`src/rtl/fir_pkg.sv`:
```
// Shared constants and types for the FIR multiply-accumulate sequencer.
package fir_pkg;

  localparam int unsigned DATA_W  = 32;
  localparam int unsigned CTRL_W  = 4;
  localparam int unsigned FLAG_W  = 4;
  localparam int unsigned SHAMT_W = 5;

  localparam logic [CTRL_W-1:0] ALU_ADD = 4'b0000;
  localparam logic [CTRL_W-1:0] ALU_MUL = 4'b0010;
  localparam logic [CTRL_W-1:0] ALU_ASR = 4'b0101;

  // Bit positions inside the {N,Z,C,V} flag vector
  localparam int unsigned FLAG_V = 0;
  localparam int unsigned FLAG_C = 1;
  localparam int unsigned FLAG_Z = 2;
  localparam int unsigned FLAG_N = 3;

  typedef enum logic [2:0] {
    ST_IDLE,
    ST_FETCH_C,
    ST_FETCH_S,
    ST_MUL,
    ST_ACC,
    ST_SHIFT,
    ST_DONE
  } state_e;

endpackage

```
`src/rtl/fir_mac_seq_if.sv`:
```
// Memory read port, shared ALU port and result handshake of the FIR sequencer.
interface fir_mac_seq_if
  import fir_pkg::*;
#(
  parameter int unsigned ADDR_W = 10
);
  logic              mem_rd_en;
  logic [ADDR_W-1:0] mem_addr;
  logic [DATA_W-1:0] mem_rdata;
  logic [DATA_W-1:0] alu_a;
  logic [DATA_W-1:0] alu_b;
  logic [CTRL_W-1:0] alu_ctrl;
  logic [DATA_W-1:0] alu_result;
  logic [FLAG_W-1:0] alu_flags;
  logic              out_valid;
  logic [DATA_W-1:0] out_data;
  logic              out_ovf;
  logic              out_ready;

  modport master (
    output mem_rd_en, mem_addr, alu_a, alu_b, alu_ctrl, out_valid, out_data, out_ovf,
    input  mem_rdata, alu_result, alu_flags, out_ready
  );

  modport slave (
    input  mem_rd_en, mem_addr, alu_a, alu_b, alu_ctrl, out_valid, out_data, out_ovf,
    output mem_rdata, alu_result, alu_flags, out_ready
  );
endinterface

```
`src/rtl/fir_mac_seq.sv`:
```
// Computes one FIR output sample by stepping N taps through the shared ALU:
// coefficient fetch, sample fetch, multiply, accumulate, then a final arithmetic shift.
module fir_mac_seq
  import fir_pkg::*;
#(
  parameter  int unsigned ADDR_W    = 10,
  parameter  int unsigned BUF_DEPTH = 256,
  parameter  int unsigned MAX_TAPS  = 64,
  localparam int unsigned TAP_W     = $clog2(MAX_TAPS + 1),
  localparam int unsigned HEAD_W    = $clog2(BUF_DEPTH)
) (
  input  logic               clk,
  input  logic               reset,
  input  logic               start,
  input  logic               abort,
  input  logic [TAP_W-1:0]   ntaps,
  input  logic [ADDR_W-1:0]  coef_base,
  input  logic [ADDR_W-1:0]  samp_base,
  input  logic [HEAD_W-1:0]  head,
  input  logic [SHAMT_W-1:0] shamt,
  output logic               busy,
  fir_mac_seq_if.master      bus
);

  state_e              state_q, state_d;
  logic [TAP_W-1:0]    ntaps_q, ntaps_d;
  logic [TAP_W-1:0]    k_q, k_d;
  logic [ADDR_W-1:0]   coef_base_q, coef_base_d;
  logic [ADDR_W-1:0]   samp_base_q, samp_base_d;
  logic [HEAD_W-1:0]   head_q, head_d;
  logic [SHAMT_W-1:0]  shamt_q, shamt_d;
  logic [DATA_W-1:0]   acc_q, acc_d;
  logic [DATA_W-1:0]   prod_q, prod_d;
  logic                ovf_q, ovf_d;

  logic                busy_q, busy_d;
  logic                rd_en_q, rd_en_d;
  logic [ADDR_W-1:0]   addr_q, addr_d;
  logic [DATA_W-1:0]   alu_a_q, alu_a_d;
  logic [DATA_W-1:0]   alu_b_q, alu_b_d;
  logic [CTRL_W-1:0]   alu_ctrl_q, alu_ctrl_d;
  logic                out_valid_q, out_valid_d;
  logic [DATA_W-1:0]   out_data_q, out_data_d;
  logic                out_ovf_q, out_ovf_d;

  // Next state and datapath updates, then outputs decoded from the state being entered
  always_comb begin
    state_d     = state_q;
    ntaps_d     = ntaps_q;
    k_d         = k_q;
    coef_base_d = coef_base_q;
    samp_base_d = samp_base_q;
    head_d      = head_q;
    shamt_d     = shamt_q;
    acc_d       = acc_q;
    prod_d      = prod_q;
    ovf_d       = ovf_q;
    out_data_d  = out_data_q;

    unique case (state_q)
      ST_IDLE: begin
        if (start) begin
          ntaps_d     = (ntaps > TAP_W'(MAX_TAPS)) ? TAP_W'(MAX_TAPS) : ntaps;
          coef_base_d = coef_base;
          samp_base_d = samp_base;
          head_d      = head;
          shamt_d     = shamt;
          acc_d       = '0;
          k_d         = '0;
          ovf_d       = 1'b0;
          state_d     = (ntaps == '0) ? ST_SHIFT : ST_FETCH_C;
        end
      end
      ST_FETCH_C: state_d = ST_FETCH_S;
      ST_FETCH_S: state_d = ST_MUL;
      ST_MUL: begin
        prod_d  = bus.alu_result;
        state_d = ST_ACC;
      end
      ST_ACC: begin
        acc_d   = bus.alu_result;
        ovf_d   = ovf_q | bus.alu_flags[FLAG_V];
        k_d     = k_q + TAP_W'(1);
        state_d = ((k_q + TAP_W'(1)) == ntaps_q) ? ST_SHIFT : ST_FETCH_C;
      end
      ST_SHIFT: begin
        out_data_d = bus.alu_result;
        state_d    = ST_DONE;
      end
      ST_DONE: begin
        if (bus.out_ready) state_d = ST_IDLE;
      end
      default: state_d = ST_IDLE;
    endcase

    if (abort && (state_q != ST_IDLE)) begin
      state_d    = ST_IDLE;
      acc_d      = '0;
      out_data_d = out_data_q;
    end

    busy_d      = (state_d != ST_IDLE);
    rd_en_d     = 1'b0;
    addr_d      = '0;
    alu_a_d     = '0;
    alu_b_d     = '0;
    alu_ctrl_d  = ALU_ADD;
    out_valid_d = 1'b0;
    out_ovf_d   = 1'b0;

    unique case (state_d)
      ST_FETCH_C: begin
        rd_en_d = 1'b1;
        addr_d  = coef_base_d + ADDR_W'(k_d);
      end
      ST_FETCH_S: begin
        rd_en_d = 1'b1;
        addr_d  = samp_base_d + ADDR_W'(HEAD_W'(head_d - HEAD_W'(k_d)));
      end
      // Coefficient arrives on the read port as MUL is entered; alu_a holds it
      ST_MUL: begin
        alu_a_d    = bus.mem_rdata;
        alu_ctrl_d = ALU_MUL;
      end
      ST_ACC: begin
        alu_a_d    = acc_d;
        alu_b_d    = prod_d;
        alu_ctrl_d = ALU_ADD;
      end
      ST_SHIFT: begin
        alu_a_d    = acc_d;
        alu_b_d    = DATA_W'(shamt_d);
        alu_ctrl_d = ALU_ASR;
      end
      ST_DONE: begin
        out_valid_d = 1'b1;
        out_ovf_d   = ovf_d;
      end
      default: ;
    endcase
  end

  always_ff @(posedge clk or negedge reset) begin
    if (!reset) begin
      state_q     <= ST_IDLE;
      ntaps_q     <= '0;
      k_q         <= '0;
      coef_base_q <= '0;
      samp_base_q <= '0;
      head_q      <= '0;
      shamt_q     <= '0;
      acc_q       <= '0;
      prod_q      <= '0;
      ovf_q       <= 1'b0;
      busy_q      <= 1'b0;
      rd_en_q     <= 1'b0;
      addr_q      <= '0;
      alu_a_q     <= '0;
      alu_b_q     <= '0;
      alu_ctrl_q  <= ALU_ADD;
      out_valid_q <= 1'b0;
      out_data_q  <= '0;
      out_ovf_q   <= 1'b0;
    end else begin
      state_q     <= state_d;
      ntaps_q     <= ntaps_d;
      k_q         <= k_d;
      coef_base_q <= coef_base_d;
      samp_base_q <= samp_base_d;
      head_q      <= head_d;
      shamt_q     <= shamt_d;
      acc_q       <= acc_d;
      prod_q      <= prod_d;
      ovf_q       <= ovf_d;
      busy_q      <= busy_d;
      rd_en_q     <= rd_en_d;
      addr_q      <= addr_d;
      alu_a_q     <= alu_a_d;
      alu_b_q     <= alu_b_d;
      alu_ctrl_q  <= alu_ctrl_d;
      out_valid_q <= out_valid_d;
      out_data_q  <= out_data_d;
      out_ovf_q   <= out_ovf_d;
    end
  end

  // The sample word only exists on the read port during MUL, so it bypasses the operand register
  assign bus.alu_b     = (state_q == ST_MUL) ? bus.mem_rdata : alu_b_q;
  assign busy          = busy_q;
  assign bus.mem_rd_en = rd_en_q;
  assign bus.mem_addr  = addr_q;
  assign bus.alu_a     = alu_a_q;
  assign bus.alu_ctrl  = alu_ctrl_q;
  assign bus.out_valid = out_valid_q;
  assign bus.out_data  = out_data_q;
  assign bus.out_ovf   = out_ovf_q;

endmodule
```
`src/flat_wrapper.sv`:
```
// flat-port wrapper written by rule: the top's interface ports become plain ports
module fir_mac_seq_flat import fir_pkg::*;
#(
  parameter  int unsigned ADDR_W    = 10,
  parameter  int unsigned BUF_DEPTH = 256,
  parameter  int unsigned MAX_TAPS  = 64,
  localparam int unsigned TAP_W     = $clog2(MAX_TAPS + 1),
  localparam int unsigned HEAD_W    = $clog2(BUF_DEPTH)
)
  (clk, reset, start, abort, ntaps, coef_base, samp_base, head, shamt, busy, bus_mem_rd_en, bus_mem_addr, bus_alu_a, bus_alu_b, bus_alu_ctrl, bus_out_valid, bus_out_data, bus_out_ovf, bus_mem_rdata, bus_alu_result, bus_alu_flags, bus_out_ready);
  fir_mac_seq_if #(.ADDR_W(ADDR_W)) bus_i ();
  input  logic clk;
  input  logic reset;
  input  logic start;
  input  logic abort;
  input  logic [TAP_W-1:0] ntaps;
  input  logic [ADDR_W-1:0] coef_base;
  input  logic [ADDR_W-1:0] samp_base;
  input  logic [HEAD_W-1:0] head;
  input  logic [SHAMT_W-1:0] shamt;
  output logic busy;
  output wire logic [$bits(bus_i.mem_rd_en)-1:0] bus_mem_rd_en;
  output wire logic [$bits(bus_i.mem_addr)-1:0] bus_mem_addr;
  output wire logic [$bits(bus_i.alu_a)-1:0] bus_alu_a;
  output wire logic [$bits(bus_i.alu_b)-1:0] bus_alu_b;
  output wire logic [$bits(bus_i.alu_ctrl)-1:0] bus_alu_ctrl;
  output wire logic [$bits(bus_i.out_valid)-1:0] bus_out_valid;
  output wire logic [$bits(bus_i.out_data)-1:0] bus_out_data;
  output wire logic [$bits(bus_i.out_ovf)-1:0] bus_out_ovf;
  input wire logic [$bits(bus_i.mem_rdata)-1:0] bus_mem_rdata;
  input wire logic [$bits(bus_i.alu_result)-1:0] bus_alu_result;
  input wire logic [$bits(bus_i.alu_flags)-1:0] bus_alu_flags;
  input wire logic [$bits(bus_i.out_ready)-1:0] bus_out_ready;
  assign bus_mem_rd_en = bus_i.mem_rd_en;
  assign bus_mem_addr = bus_i.mem_addr;
  assign bus_alu_a = bus_i.alu_a;
  assign bus_alu_b = bus_i.alu_b;
  assign bus_alu_ctrl = bus_i.alu_ctrl;
  assign bus_out_valid = bus_i.out_valid;
  assign bus_out_data = bus_i.out_data;
  assign bus_out_ovf = bus_i.out_ovf;
  assign bus_i.mem_rdata = bus_mem_rdata;
  assign bus_i.alu_result = bus_alu_result;
  assign bus_i.alu_flags = bus_alu_flags;
  assign bus_i.out_ready = bus_out_ready;
  fir_mac_seq #(.ADDR_W(ADDR_W), .BUF_DEPTH(BUF_DEPTH), .MAX_TAPS(MAX_TAPS)) u_core (.clk(clk), .reset(reset), .start(start), .abort(abort), .ntaps(ntaps), .coef_base(coef_base), .samp_base(samp_base), .head(head), .shamt(shamt), .busy(busy), .bus(bus_i));
endmodule
```
`config.mk`:
```
export PLATFORM = sky130hd
export DESIGN_NAME = fir_mac_seq_flat
export DESIGN_NICKNAME = d
export VERILOG_FILES = /design/src/rtl/fir_pkg.sv /design/src/rtl/fir_mac_seq_if.sv /design/src/rtl/fir_mac_seq.sv /design/src/flat_wrapper.sv
export SDC_FILE = /design/constraint.sdc
export NUM_CORES = 1
export LEC_CHECK = 0
export ABC_CLOCK_PERIOD_IN_PS = 5100
export BUFFER_PORTS_ARGS = -buffer_cell sky130_fd_sc_hd__buf_4
export CAP_MARGIN = 25
export CELL_PAD_IN_SITES_DETAIL_PLACEMENT = 1
export CELL_PAD_IN_SITES_GLOBAL_PLACEMENT = 1
export CORE_MARGIN = 2
export CORE_UTILIZATION = 39
export CTS_BUF_LIST = sky130_fd_sc_hd__clkbuf_8
export DETAILED_ROUTE_END_ITERATION = 16
export PLACE_DENSITY_LB_ADDON = 0.1
export SYNTH_ARGS = -nofsm -noshare
export SYNTH_HDL_FRONTEND = slang
export SYNTH_SLANG_ARGS = --single-unit
```
`constraint.sdc`:
```
create_clock -name clk -period 5.1 [get_ports clk]
set_input_delay 1.275 -clock clk [delete_from_list [all_inputs] [get_ports clk]]
set_output_delay 1.275 -clock clk [all_outputs]
set_load 0.03 [all_outputs]
```
==> flow_summary.rst, run 1 <==
.. list-table::
   :header-rows: 1

   * - Metric
     - Value
   * - Status
     - completed
   * - Initial core utilization
     - 0.399
   * - Number of remaining DRC errors
     - 0
   * - Total Routed Length
     - 25800 µm
   * - Top_reg_cell synth
     - sky130_fd_sc_hd__dfrtp_1
   * - Type of the tightest min-delay check
     - reg -> reg
   * - FP Rows
     - 55
   * - TritonCTS clock tree
     - done
   * - Area occupied by multi-input gates
     - 3790 µm²
   * - Most used standard cell by instance count after synthesis
     - sky130_fd_sc_hd__dfrtp_1
   * - Average routed wire per standard cell
     - 19.2 µm
   * - Cell area after placement
     - 11200 µm²
   * - Net switching power
     - 3.12 mW
   * - Number of iterations in the first detailed-routing pass
     - 4
   * - Accumulated negative setup slack
     - 0 ps
   * - Final setup violating endpoints
     - 0
   * - CP top delay family
     - adder cells
   * - Number of filler cells placed in the layout
     - 2487
   * - Total internal power
     - 4.03 mW
   * - Critical path startpoint category
     - primary input
   * - Synthesis-to-layout area growth
     - 27.4%
   * - Post-CTS Hold Fix Bufs
     - 0
   * - Maximum buffer depth of the clock tree
     - 2
   * - Leakage Power
     - 5.93 nW
   * - Worst hold-check slack
     - 491 ps
   * - Setup repair after global routing missed its margin
     - false
   * - Clock latency at the later pin of the worst-skew pair
     - 480 ps
   * - Pin count of the biggest net entering global routing
     - 94
   * - Number of flops mapped to enable cells by yosys
     - 0
   * - Worst slew slack as a fraction of its limit
     - 0.375
   * - Part of the total power dissipated in combinational logic
     - 0.530
   * - H-tree level count
     - 4
   * - Final weighted congestion in routability-driven placement
     - 0.793
   * - First-pass GRT wire length
     - 40300 µm
   * - Total I/O pin count
     - 227
   * - Maximum VDD drop
     - 0.000269 V
   * - Portion of the post-synthesis area used by sequential elements
     - 0.551
   * - Top fanout value on the critical path
     - 4
   * - Final global-route overflow total
     - 0
   * - Count of antenna diodes in the layout
     - 0
   * - Most used standard cells in the synthesized netlist
     - 200 x sky130_fd_sc_hd__dfrtp_1, 100 x sky130_fd_sc_hd__nand2_1, 65 x sky130_fd_sc_hd__nor2_1
   * - Final cell utilization of the core
     - 0.508
   * - Number of register bits inferred by synthesis
     - 200
   * - Fmax achieved
     - 222 MHz
   * - Largest stage delay on the critical path
     - 410 ps
   * - Area leader, netlist
     - sky130_fd_sc_hd__dfrtp_1
   * - Number of slew-limit violations in the final report
     - 0
   * - Library cells used by synthesis
     - 65
   * - Required time reported for the critical path endpoint
     - 5460 ps
   * - Sort of element at the end of the critical path
     - flip-flop
   * - Clock transition at path regs
     - 110 ps
   * - Vias after detailed routing
     - 6828
   * - Via-per-instance ratio
     - 5.08
   * - Sw frac
     - 0.437
   * - Cell types with the largest area share after synthesis
     - sky130_fd_sc_hd__dfrtp_1 55%, sky130_fd_sc_hd__mux2_2 6.8%, sky130_fd_sc_hd__nand2_1 4.1%, sky130_fd_sc_hd__a22o_1 3.1%, sky130_fd_sc_hd__a22oi_1 3.1%
   * - Number of port buffers
     - 222
   * - Slew at the pin closest to its max-slew limit
     - 937 ps
   * - Area share of the leading cell type in the synthesized netlist
     - 0.551
   * - List of cells traversed by the critical path
     - buf_4, nor2_1, or3_1, a22oi_1, inv_1, fa_1, inv_1, a21oi_1, maj3_1, maj3_2, o21bai_1, xor2_1, ha_1, o21a_1, o21ai_0, a21oi_1, o21ai_1, xor2_1, o22ai_1
   * - Share of power burned in the clock network
     - 0.148
   * - Number of buffers added for setup after CTS
     - 0
   * - Combined global-route utilization of all metal layers
     - 0.215
   * - Maxcap violations
     - 0
   * - Root Buffer Master
     - sky130_fd_sc_hd__clkbuf_8
   * - Final nets
     - 1153
   * - Core Area
     - 22800 µm²
   * - Post-DRT Antenna Nets
     - 0
   * - Count of endpoints failing hold in the final timing report
     - 0
   * - Sequential standard cell area
     - 5000 µm²
   * - Gate count of the mapped netlist
     - 800
   * - Category of the most critical setup path
     - in -> reg
   * - TritonCTS Buffers
     - 17
   * - Die boundary height
     - 157 µm
   * - CP bufs+invs
     - 3
   * - Number of gates resized after cts
     - 0
   * - Async set or reset register ratio after synthesis
     - 1.00
   * - Total clock sinks
     - 200
   * - Post-Syn Area
     - 9080 µm²
   * - Sequential power share
     - 0.321
   * - Die area
     - 24500 µm²
   * - HPWL reported at the end of detailed placement
     - 18100 µm
   * - Horiz. Die Dim
     - 157 µm
   * - Clk_skew
     - 19.4 ps
   * - Syn Area/Cell
     - 11.4 µm²
   * - Syn nets
     - 935
   * - Share of the cycle needed by the critical path after routing
     - 0.883
   * - Antenna violations before repair
     - 0
   * - Synth warnings
     - 0
   * - Share of layout cells above drive strength 1
     - 0.345
   * - Master of the slowest instance on the critical path
     - sky130_fd_sc_hd__fa_1
   * - Via count of the first global-routing pass
     - 7237
   * - Endpoint arrival time on the critical path
     - 4860 ps
   * - Final min period
     - 4500 ps
   * - Final instance area
     - 11600 µm²
   * - Count of routing violations after the opening detailed-route iteration
     - 200
   * - Total power divided by cell area
     - 618 nW/µm²
-- routing by layer --
layer  global-route usage  vias to the layer above  share of wire
met5                    0                        -              0
met3               0.0324                       23          0.047
met2                0.380                      177           0.50
met1                0.275                     3419           0.43
met4               0.0550                        0          0.014
li1                     -                     3209              -
-- flip-flops by register name, summed over array words and instances, names as in the netlist, 2 cells and up --
signal,count
u_core.shamt_q,5
u_core.bus.alu_ctrl,2
u_core.head_q,8
u_core.k_q,7
u_core.bus.mem_addr,10
u_core.alu_b_q,32
u_core.bus.alu_a,32
u_core.acc_q,32
u_core.samp_base_q,10
u_core.ntaps_q,7
u_core.coef_base_q,10
u_core.state_q,3
u_core.prod_q,5
u_core.bus.out_data,32
-- worst register-to-register path, stage by stage (launching register included) --
cell,delay (ps)
sky130_fd_sc_hd__dfrtp_1,510
sky130_fd_sc_hd__nor3b_2,400
sky130_fd_sc_hd__xnor2_1,190
sky130_fd_sc_hd__nor2_1,90
sky130_fd_sc_hd__ha_1,240
sky130_fd_sc_hd__fa_1,430
sky130_fd_sc_hd__inv_1,70
sky130_fd_sc_hd__a21oi_1,60
sky130_fd_sc_hd__maj3_1,410
sky130_fd_sc_hd__maj3_2,320
sky130_fd_sc_hd__o21bai_1,160
sky130_fd_sc_hd__xor2_1,200
sky130_fd_sc_hd__ha_1,280
sky130_fd_sc_hd__o21a_1,120
sky130_fd_sc_hd__o21ai_0,170
sky130_fd_sc_hd__a21oi_1,70
sky130_fd_sc_hd__o21ai_1,160
sky130_fd_sc_hd__xor2_1,170
sky130_fd_sc_hd__o22ai_1,90
-- kinds of logic after synthesis --
| kind of cell | after synthesis | share of synthesized area |
|---|---|---|
| buf+inv | 72 | 0.0344 |
| fa+ha+maj | 25 | 0.0362 |
| xor+xnor | 31 | 0.0299 |
| simple gates | 242 | 0.125 |
| compound gates | 149 | 0.125 |
| flops | 200 | 0.551 |
| other cells | 1 | 0.000413 |
| mux | 80 | 0.0977 |
-- power by group through the flow --
stage / clock, mW / sequential (mW) / combinational (mW)
global placement: 0 / 2.31 / 3.76
CTS: 1.10 / 2.30 / 3.86
finish: 1.06 / 2.30 / 3.79
global route: 1.16 / 2.35 / 4.17
floorplan: 0 / 2.66 / 2.25
detailed placement: 0 / 2.34 / 3.84
-- final cells by class --
| class | instances | share of cell area |
|---|---|---|
| Sequential cell | 200 | 0.432 |
| Clock buffer | 17 | 0.0202 |
| Clock inverter | 15 | 0.0157 |
| Multi-Input combinational cell | 528 | 0.328 |
| Inverter | 26 | 0.00843 |
| Tap cell | 313 | 0.0338 |
| Timing Repair Buffer | 245 | 0.162 |
-- cells in the final DEF (no fill, tap or decap), types with 11 or more instances in the layout --
master                     netlist  routed
sky130_fd_sc_hd__buf_4           3     242
sky130_fd_sc_hd__ha_1           19      19
sky130_fd_sc_hd__nor2_1         65      63
sky130_fd_sc_hd__nand2_1       100      99
sky130_fd_sc_hd__a22oi_1        37      37
sky130_fd_sc_hd__inv_1          24      25
sky130_fd_sc_hd__and2_1         30      30
sky130_fd_sc_hd__mux2_2         55      55
sky130_fd_sc_hd__mux2i_1        11      11
sky130_fd_sc_hd__mux2_1         14      14
sky130_fd_sc_hd__dfrtp_1       200     200
sky130_fd_sc_hd__xnor2_1        22      22
sky130_fd_sc_hd__a21oi_1        24      24
sky130_fd_sc_hd__a22o_1         32      32
sky130_fd_sc_hd__clkbuf_8        0      18
-- worst paths after layout --
check / startpoint / endpoint / slack [ps] / depth (start not counted)
max: start / u_core.bus.mem_addr[9] / 600 / 19
max in group asynchronous: reset / u_core.shamt_q[3] / 3280 / 2
max reg2reg: u_core.state_q[0] / u_core.bus.mem_addr[9] / 880 / 18
min reg2reg: u_core.samp_base_q[2] / u_core.samp_base_q[2] / 490 / 2
min: u_core.samp_base_q[2] / u_core.samp_base_q[2] / 490 / 2
min in group asynchronous: reset / u_core.alu_b_q[15] / 840 / 1
-- through the flow --
stage               power, mW  cells  worst slack (ps)
global placement         6.07   1311               191
global route             7.68   1344               418
finish                   7.15   1344               597
floorplan                4.90    800              24.0
CTS                      7.26   1344               604
detailed placement       6.17   1312              83.9
Power figures use the tool's default switching activity.
==> run 2: changes to the inputs <==
ABC_AREA = 1   (was default)
CORE_UTILIZATION = 38   (was 39)
MAX_ROUTING_LAYER = met4   (was default)
==> run 2 against run 1 <==
Effect of this change:
- non-clock buffer count down 3
- worst setup slack improved by 350 ps
- clock power is 61% higher
- first-iteration DRC count up 55%
- clock-buffer cell count rose by 34
- total power grew 21%
- flip-flop and latch count increased by 27
- global-route usage increased by 1.1 points
- synthesized area grew 15%
- largest cell class unchanged
==> flow_summary.rst, run 2 <==
.. list-table::
   :header-rows: 1

   * - Metric
     - Value
   * - Cell types with the largest area share after synthesis
     - sky130_fd_sc_hd__dfrtp_1 54%, sky130_fd_sc_hd__nand2_1 16%, sky130_fd_sc_hd__inv_1 3.4%, sky130_fd_sc_hd__mux2_2 2.9%, sky130_fd_sc_hd__o21ai_0 2.4%
   * - Most used standard cell by instance count after synthesis
     - sky130_fd_sc_hd__nand2_1
   * - Total I/O pin count
     - 227 (unchanged)
   * - FP Rows
     - 60 (+9.1%)
   * - Maxcap violations
     - 0 (unchanged)
   * - Number of remaining DRC errors
     - 0 (unchanged)
   * - Total Routed Length
     - 31000 µm (+20%)
   * - Vias after detailed routing
     - 8734 (+28%)
   * - Routed length on met2
     - 15500 µm (+19%)
   * - Setup repair after global routing missed its margin
     - false
   * - Syn nets
     - 1318 (+41%)
   * - Final global-route overflow total
     - 0 (unchanged)
   * - Slack of the worst reg-to-reg path
     - 970 ps (+90 ps)
   * - Dominant cell type by count on the critical path
     - sky130_fd_sc_hd__nand2_1
   * - Area share of the leading cell type in the synthesized netlist
     - 0.545 (-0.00634)
   * - Portion of the post-synthesis area used by sequential elements
     - 0.545 (-0.00634)
   * - H-tree level count
     - 2 (-2)
   * - Clk_skew
     - 32.0 ps (+12.6 ps)
   * - Critical path endpoint
     - u_core.bus.mem_addr[9]
   * - Number of gates resized after cts
     - 0 (unchanged)
   * - Area leader, netlist
     - sky130_fd_sc_hd__dfrtp_1
   * - Count of endpoints failing hold in the final timing report
     - 0 (unchanged)
   * - Largest stage delay on the critical path
     - 350 ps (-60 ps)
   * - Count of routing violations after the opening detailed-route iteration
     - 309 (+55%)
   * - Highest signal layer in the routed design
     - met4
   * - Post-route non-filler standard cell count
     - 1789 (+33%)
   * - Average routed wire per standard cell
     - 17.3 µm (-9.6%)
   * - TritonCTS clock tree
     - done
   * - Clock latency at the later pin of the worst-skew pair
     - 550 ps (+70 ps)
   * - Post-DRT Antenna Nets
     - 0 (unchanged)
   * - Via-per-instance ratio
     - 4.88 (-3.9%)
   * - Die area
     - 28800 µm² (+17%)
   * - Total power divided by cell area
     - 651 nW/µm² (+5.3%)
   * - List of cells traversed by the critical path
     - buf_4, o21ai_2, inv_2, o21ai_0, inv_1, ha_1, nand2_1, nor2_1, a211oi_1, buf_4, o21ai_0, a21boi_0, xor2_1, inv_1, ha_1, nand2_1, nor2_1, nand2_1, o211ai_1, nand2_1, a21oi_1, or2_2, nand4_1, nand2_1
   * - Final nets
     - 1557 (+35%)
   * - Final weighted congestion in routability-driven placement
     - 0.842 (+6.2%)
   * - Worst hold-check slack
     - 486 ps (-5.32 ps)
   * - Routed wire length on met3
     - 1400 µm (+16%)
   * - Slew at the pin closest to its max-slew limit
     - 960 ps (+22.4 ps)
   * - Final instance area
     - 13300 µm² (+15%)
   * - Number of flops mapped to enable cells by yosys
     - 0 (unchanged)
   * - Number of buffers added for setup after CTS
     - 0 (unchanged)
   * - Startpoint of the worst register-to-register path
     - u_core.state_q[2]
   * - Worst setup timing slack at the placement stage
     - 398 ps (+314 ps)
   * - Placed Cells incl. Taps
     - 1720 (+31%)
   * - Share of the cycle needed by the critical path after routing
     - 0.815 (-0.0685)
   * - Worst slew slack as a fraction of its limit
     - 0.360 (-0.0149)
   * - Final min period
     - 4150 ps (-349 ps)
   * - Combined global-route utilization of all metal layers
     - 0.225 (+0.0107)
   * - Gate count of the mapped netlist
     - 1183 (+48%)
   * - Cell area after placement
     - 12500 µm² (+12%)
   * - Syn Area/Cell
     - 8.82 µm² (-22%)
   * - TritonCTS Buffers
     - 41 (+24)
   * - Initial core utilization
     - 0.387 (-0.0118)
   * - First-pass GRT wire length
     - 49500 µm (+23%)
   * - Master of the slowest instance on the critical path
     - sky130_fd_sc_hd__ha_1
   * - Required time reported for the critical path endpoint
     - 5520 ps (+60 ps)
   * - Number of iterations in the first detailed-routing pass
     - 4 (unchanged)
   * - Worst Setup SP
     - start
   * - Post-Syn Area
     - 10400 µm² (+15%)
   * - Total clock sinks
     - 227 (+14%)
   * - Clock transition at path regs
     - 60 ps (-50 ps)
   * - Antenna violations before repair
     - 0 (unchanged)
   * - Share of layout cells above drive strength 1
     - 0.285 (-0.0601)
   * - Via count of the first global-routing pass
     - 9316 (+29%)
   * - Top_reg_cell synth
     - sky130_fd_sc_hd__dfrtp_1
   * - Async set or reset register ratio after synthesis
     - 1.00 (unchanged)
   * - Synth warnings
     - 0 (unchanged)
   * - Number of port buffers
     - 222 (unchanged)
   * - HPWL reported at the end of detailed placement
     - 21600 µm (+19%)
   * - Sort of element at the end of the critical path
     - flip-flop
   * - Core Area
     - 27000 µm² (+18%)
   * - Post-CTS Hold Fix Bufs
     - 0 (unchanged)
   * - Fmax achieved
     - 241 MHz (+8.4%)
   * - Root Buffer Master
     - sky130_fd_sc_hd__clkbuf_8
   * - Sum of routed wire segments on met1
     - 13300 µm (+19%)
   * - Critical path startpoint category
     - primary input
   * - Type of the tightest min-delay check
     - reg -> reg
   * - Count of antenna diodes in the layout
     - 0 (unchanged)
   * - Final setup violating endpoints
     - 0 (unchanged)
   * - Most common cell after layout, fill and taps aside
     - sky130_fd_sc_hd__nand2_1
   * - Die boundary height
     - 170 µm (+8.3%)
   * - Most used standard cells in the synthesized netlist
     - 433 x sky130_fd_sc_hd__nand2_1, 227 x sky130_fd_sc_hd__dfrtp_1, 95 x sky130_fd_sc_hd__inv_1
   * - Pin count of the biggest net entering global routing
     - 121 (+29%)
   * - Accumulated negative setup slack
     - 0 ps (unchanged)
   * - Top fanout value on the critical path
     - 5 (+1)
   * - Status
     - completed
   * - Reg-to-reg endpoint
     - u_core.bus.mem_addr[9]
   * - Maximum buffer depth of the clock tree
     - 3 (+1)
   * - Endpoint arrival time on the critical path
     - 4570 ps (-290 ps)
   * - Synthesis-to-layout area growth
     - 27.4% (about the same)
   * - Category of the most critical setup path
     - in -> reg
   * - Number of slew-limit violations in the final report
     - 0 (unchanged)
   * - Leakage Power
     - 7.16 nW (+21%)
   * - Number of filler cells placed in the layout
     - 3221 (+30%)
   * - Horiz. Die Dim
     - 170 µm (+8.3%)
   * - Maximum VDD drop
     - 0.000395 V (+47%)
   * - Number of register bits inferred by synthesis
     - 227 (+14%)
   * - Post-route setup slack
     - 946 ps (+349 ps)
   * - Depth of the worst register-to-register path
     - 23 (+5)
   * - Library cells used by synthesis
     - 48 (-26%)
   * - Commonest non-fill, non-tap cells in the layout
     - 433 x sky130_fd_sc_hd__nand2_1, 239 x sky130_fd_sc_hd__buf_4, 227 x sky130_fd_sc_hd__dfrtp_1
==> run 2: cell type report <==
class                           count  area (µm²)  area share
Clock inverter                     18         106     0.00800
Tap cell                          341         427      0.0321
Multi-Input combinational cell    800        4110       0.310
Timing Repair Buffer              242        1850       0.139
Inverter                          110         413      0.0311
Clock buffer                       51         702      0.0528
Sequential cell                   227        5680       0.427
==> run 2: through the flow <==
step | total power, mW | utilization
after floorplan | 5.58 | -
after global placement | 6.89 | 0.462
after detailed placement | 7.02 | 0.463
after CTS | 8.78 | 0.493
after global routing | 9.35 | 0.493
final | 8.65 | 0.493
==> run 2: layer usage <==
metal,GRT usage,up-vias
met5,-,-
met4,0.0647,0
met3,0.0366,60
met2,0.383,213
met1,0.279,4284
li1,-,4177
==> run 2: cell families after synthesis <==
group | count (synthesis) | share of synthesized area
and+or+nand+nor | 604 | 0.254
DFF | 227 | 0.545
buffers and inverters | 156 | 0.0620
AOI/OAI and AO/OA | 126 | 0.0647
muxes | 28 | 0.0301
adders and majority gates | 22 | 0.0286
xor gates and xnor gates | 19 | 0.0160
other | 1 | 0.000360
==> run 2: critical path: cells and delay by family <==
kind | cells | cell delay [ps]
simple gates | 9 | 840
fa+ha+maj | 2 | 690
xor+xnor | 1 | 170
buf+inv | 5 | 550
compound gates | 7 | 1030
==> run 2: worst min path at each step <==
stage | cells past startpoint | startpoint | slack, ps | to
floorplan | 2 | u_core.shamt_q[0] | 450 | u_core.shamt_q[0]
global placement | 2 | u_core.bus.out_data[2] | 470 | u_core.bus.out_data[2]
detailed placement | 2 | u_core.coef_base_q[0] | 480 | u_core.coef_base_q[0]
CTS | 2 | u_core.coef_base_q[0] | 490 | u_core.coef_base_q[0]
global route | 2 | u_core.samp_base_q[0] | 520 | u_core.samp_base_q[0]
finish | 2 | u_core.samp_base_q[0] | 490 | u_core.samp_base_q[0]
==> run 2: where the power goes <==
| group | switching [mW] | internal [mW] |
|---|---|---|
| clock network | 0.762 | 0.947 |
| logic | 2.77 | 1.52 |
| registers | 0.225 | 2.42 |
| total | 3.76 | 4.89 |
==> run 3: changes to the inputs <==
ABC_AREA = 0   (was 1)
ABC_CLOCK_PERIOD_IN_PS = 3500   (was 5100)
CORE_UTILIZATION = 39   (was 38)
clock period = 3.5 ns   (was 5.1 ns; I/O delays follow)
==> run 3 against run 2 <==
Effect of this change:
- the run now ends with setup timing left
- worst hold slack worse by 67 ps
- sequential share of layout area down 2.3 points
- combinational power up 57%
- cell area shrank 6.8%
- clock skew decreased by 6.1 ps
- total power is 34% higher
- register-to-register slack worse by 1400 ps
- clock power is 9.9% lower
- utilization rose by 5.1 points
- critical path depth is 5 lower
- cell count decreased by 21%
==> flow_summary.rst, run 3 (synthesis gave the netlist of run 1 again) <==
.. list-table::
   :header-rows: 1

   * - Metric
     - Value
   * - First-pass GRT wire length
     - 43200 µm (-13%)
   * - CP bufs+invs
     - 3 (-2)
   * - Combined global-route utilization of all metal layers
     - 0.236 (+0.0107)
   * - Final nets
     - 1225 (-21%)
   * - Synthesis-to-layout area growth
     - 36.4%
   * - Antenna violations before repair
     - 0 (unchanged)
   * - Count of antenna diodes in the layout
     - 0 (unchanged)
   * - Master of the slowest instance on the critical path
     - sky130_fd_sc_hd__or3_4
   * - Leakage Power
     - 6.33 nW (-12%)
   * - Sequential standard cell area
     - 5010 µm² (-12%)
   * - Number of remaining DRC errors
     - 0 (unchanged)
   * - Clock transition at path regs
     - 130 ps (+70 ps)
   * - Area occupied by multi-input gates
     - 3980 µm² (-3.2%)
   * - Maximum VDD drop
     - 0.000509 V (+29%)
   * - Die boundary height
     - 157 µm (-7.7%)
   * - Total I/O pin count
     - 227 (unchanged)
   * - Category of the most critical setup path
     - in -> reg
   * - Fmax achieved
     - 254 MHz
   * - Count of routing violations after the opening detailed-route iteration
     - 241 (-22%)
   * - H-tree level count
     - 4 (+2)
   * - Total power divided by cell area
     - 937 nW/µm² (+44%)
   * - Number of filler cells placed in the layout
     - 2442 (-24%)
   * - Post-layout power
     - 11.6 mW (+34%)
   * - Top fanout value on the critical path
     - 4 (-1)
   * - Number of port buffers
     - 222 (unchanged)
   * - FP Rows
     - 55 (-8.3%)
   * - Maxcap violations
     - 0 (unchanged)
   * - Status
     - finished, violations left
   * - Number of slew-limit violations in the final report
     - 0 (unchanged)
   * - Core Area
     - 22800 µm² (-15%)
   * - Vias after detailed routing
     - 7178 (-18%)
   * - Type of the tightest min-delay check
     - in -> async
   * - Post-route non-filler standard cell count
     - 1416 (-21%)
   * - Pin count of the biggest net entering global routing
     - 90 (-26%)
   * - Commonest non-fill, non-tap cells in the layout
     - 303 x sky130_fd_sc_hd__buf_4, 198 x sky130_fd_sc_hd__dfrtp_1, 97 x sky130_fd_sc_hd__nand2_1
   * - Maximum buffer depth of the clock tree
     - 2 (-1)
   * - Average routed wire per standard cell
     - 19.3 µm (+11%)
   * - Root Buffer Master
     - sky130_fd_sc_hd__clkbuf_8
   * - Placed Cells incl. Taps
     - 1371 (-20%)
   * - Via-per-instance ratio
     - 5.07 (+3.8%)
   * - Die area
     - 24500 µm² (-15%)
   * - Total Routed Length
     - 27300 µm (-12%)
   * - CP top delay family
     - adder cells
   * - HPWL reported at the end of detailed placement
     - 19600 µm (-9.0%)
   * - Final weighted congestion in routability-driven placement
     - 0.804 (-4.6%)
   * - Setup repair after global routing missed its margin
     - true
   * - Final global-route overflow total
     - 0 (unchanged)
   * - Slew at the pin closest to its max-slew limit
     - 767 ps (-192 ps)
   * - Final cell utilization of the core
     - 0.544 (+0.0507)
   * - Post-route setup slack
     - -440 ps (-1390 ps)
   * - Largest stage delay on the critical path
     - 420 ps (+70 ps)
   * - Total clock sinks
     - 200 (-12%)
   * - Most common cell after layout, fill and taps aside
     - sky130_fd_sc_hd__buf_4
   * - Clk_skew
     - 25.9 ps (-6.14 ps)
   * - TritonCTS Buffers
     - 17 (-59%)
   * - Final setup violating endpoints
     - 5 (+5)
   * - Critical path startpoint category
     - primary input
   * - Violated checks
     - setup timing
   * - Endpoint arrival time on the critical path
     - 4300 ps (-270 ps)
   * - Final min period
     - 3940 ps
   * - TritonCTS clock tree
     - done
   * - Post-CTS Hold Fix Bufs
     - 0 (unchanged)
   * - Share of layout cells above drive strength 1
     - 0.422 (+0.136)
   * - Initial core utilization
     - 0.399 (+0.0118)
   * - Post-DRT Antenna Nets
     - 0 (unchanged)
   * - Number of iterations in the first detailed-routing pass
     - 4 (unchanged)
   * - Via count of the first global-routing pass
     - 7845 (-16%)
   * - List of cells traversed by the critical path
     - buf_6, nor2_4, or3_4, a22oi_2, inv_2, fa_2, inv_2, a21oi_2, maj3_2, maj3_2, o21bai_1, xor2_1, ha_1, o21a_1, o21ai_1, a21oi_1, o21ai_1, xor2_1, o22ai_1
   * - Horiz. Die Dim
     - 157 µm (-7.7%)
   * - Share of the cycle needed by the critical path after routing
     - 1.13
   * - Sort of element at the end of the critical path
     - flip-flop
   * - Clock latency at the later pin of the worst-skew pair
     - 490 ps (-60 ps)
   * - Count of endpoints failing hold in the final timing report
     - 0 (unchanged)
   * - Required time reported for the critical path endpoint
     - 3860 ps (-1660 ps)
   * - Worst slew slack as a fraction of its limit
     - 0.483 (+0.123)
[run 3: cell count changes in the layout (fill, tap and decap cells not counted), moves of 30 or more]
cell                       change
sky130_fd_sc_hd__nand2_1     -336
sky130_fd_sc_hd__inv_1        -89
sky130_fd_sc_hd__buf_4        +64
sky130_fd_sc_hd__o21ai_0      -48
sky130_fd_sc_hd__nand3_1      -38
sky130_fd_sc_hd__or2_2        -37
sky130_fd_sc_hd__a22oi_1      +35
sky130_fd_sc_hd__a21oi_1      -33
sky130_fd_sc_hd__clkbuf_8     -32
sky130_fd_sc_hd__a22o_1       +31
sky130_fd_sc_hd__and2_1       +30
[run 3: worst register-to-register path: stages, from the launching register on]
cell and delay [ps]:
sky130_fd_sc_hd__dfrtp_2 480, sky130_fd_sc_hd__nor2_4 50, sky130_fd_sc_hd__or3_4 420, sky130_fd_sc_hd__a22oi_2 200, sky130_fd_sc_hd__inv_2 80, sky130_fd_sc_hd__fa_2 410, sky130_fd_sc_hd__inv_2 60, sky130_fd_sc_hd__a21oi_2 50
sky130_fd_sc_hd__maj3_2 320, sky130_fd_sc_hd__maj3_2 290, sky130_fd_sc_hd__o21bai_1 160, sky130_fd_sc_hd__xor2_1 210, sky130_fd_sc_hd__ha_1 280, sky130_fd_sc_hd__o21a_1 140, sky130_fd_sc_hd__o21ai_1 160, sky130_fd_sc_hd__a21oi_1 70
sky130_fd_sc_hd__o21ai_1 160, sky130_fd_sc_hd__xor2_1 180, sky130_fd_sc_hd__o22ai_1 100
[run 3: final cells by class]
class / instances / area share
Sequential cell: 200 / 0.404
Clock inverter: 14 / 0.0141
Inverter: 26 / 0.00788
Clock buffer: 18 / 0.0200
Timing Repair Buffer: 317 / 0.201
Tap cell: 313 / 0.0316
Multi-Input combinational cell: 528 / 0.321
[run 3: final timing paths]
check / start / end / slack (ps) / depth (start not counted)
setup / recovery: start / u_core.bus.mem_addr[9] / -440 / 19
min in group clk: u_core.shamt_q[1] / u_core.shamt_q[1] / 480 / 2
setup reg to reg: u_core.state_q[2] / u_core.bus.mem_addr[9] / -420 / 18
max in group asynchronous: reset / u_core.k_q[2] / 2290 / 2
hold reg to reg: u_core.shamt_q[1] / u_core.shamt_q[1] / 480 / 2
hold / removal: reset / u_core.bus.out_data[15] / 420 / 1
[run 3: timing repair]
| action | 4_1_cts | 5_1_grt |
|---|---|---|
| pin swaps | 23 | 23 |
| setup buffers | 8 | 5 |
| setup endpoints to repair | 5 | 6 |
| resized for setup | 23 | 22 |
[run 3: through the flow]
| stage | setup slack [ps] | setup TNS [ps] | hold WS (ps) | area (µm²) |
|---|---|---|---|---|
| 3_3_place_gp | -821 | -4010 | 453 | 11700 |
| 2_1_floorplan | -870 | -3140 | 433 | 9180 |
| 5_1_grt | -590 | -2120 | 442 | 12400 |
| 6_report | -440 | -1340 | 418 | 12400 |
| 4_1_cts | -401 | -1060 | 443 | 12200 |
| 3_5_place_dp | -1040 | -5070 | 466 | 11700 |
[run 3: routing by layer]
layer	track usage	wire length, µm	share of wire	vias up
met4	0.0743	646	0.024	0
met1	0.290	11800	0.43	3602
li1	-	-	-	3349
met3	0.0379	1040	0.038	38
met5	-	0	0	-
met2	0.402	13800	0.51	189
[run 3: power breakdown]
group | leakage [nW] | internal [mW] | total (mW) | switching (mW)
logic | 3.48 | 3.04 | 6.73 | 3.69
registers | 2.65 | 3.03 | 3.34 | 0.311
clock network | 0.212 | 0.576 | 1.54 | 0.963
total | 6.33 | 6.64 | 11.6 | 4.97
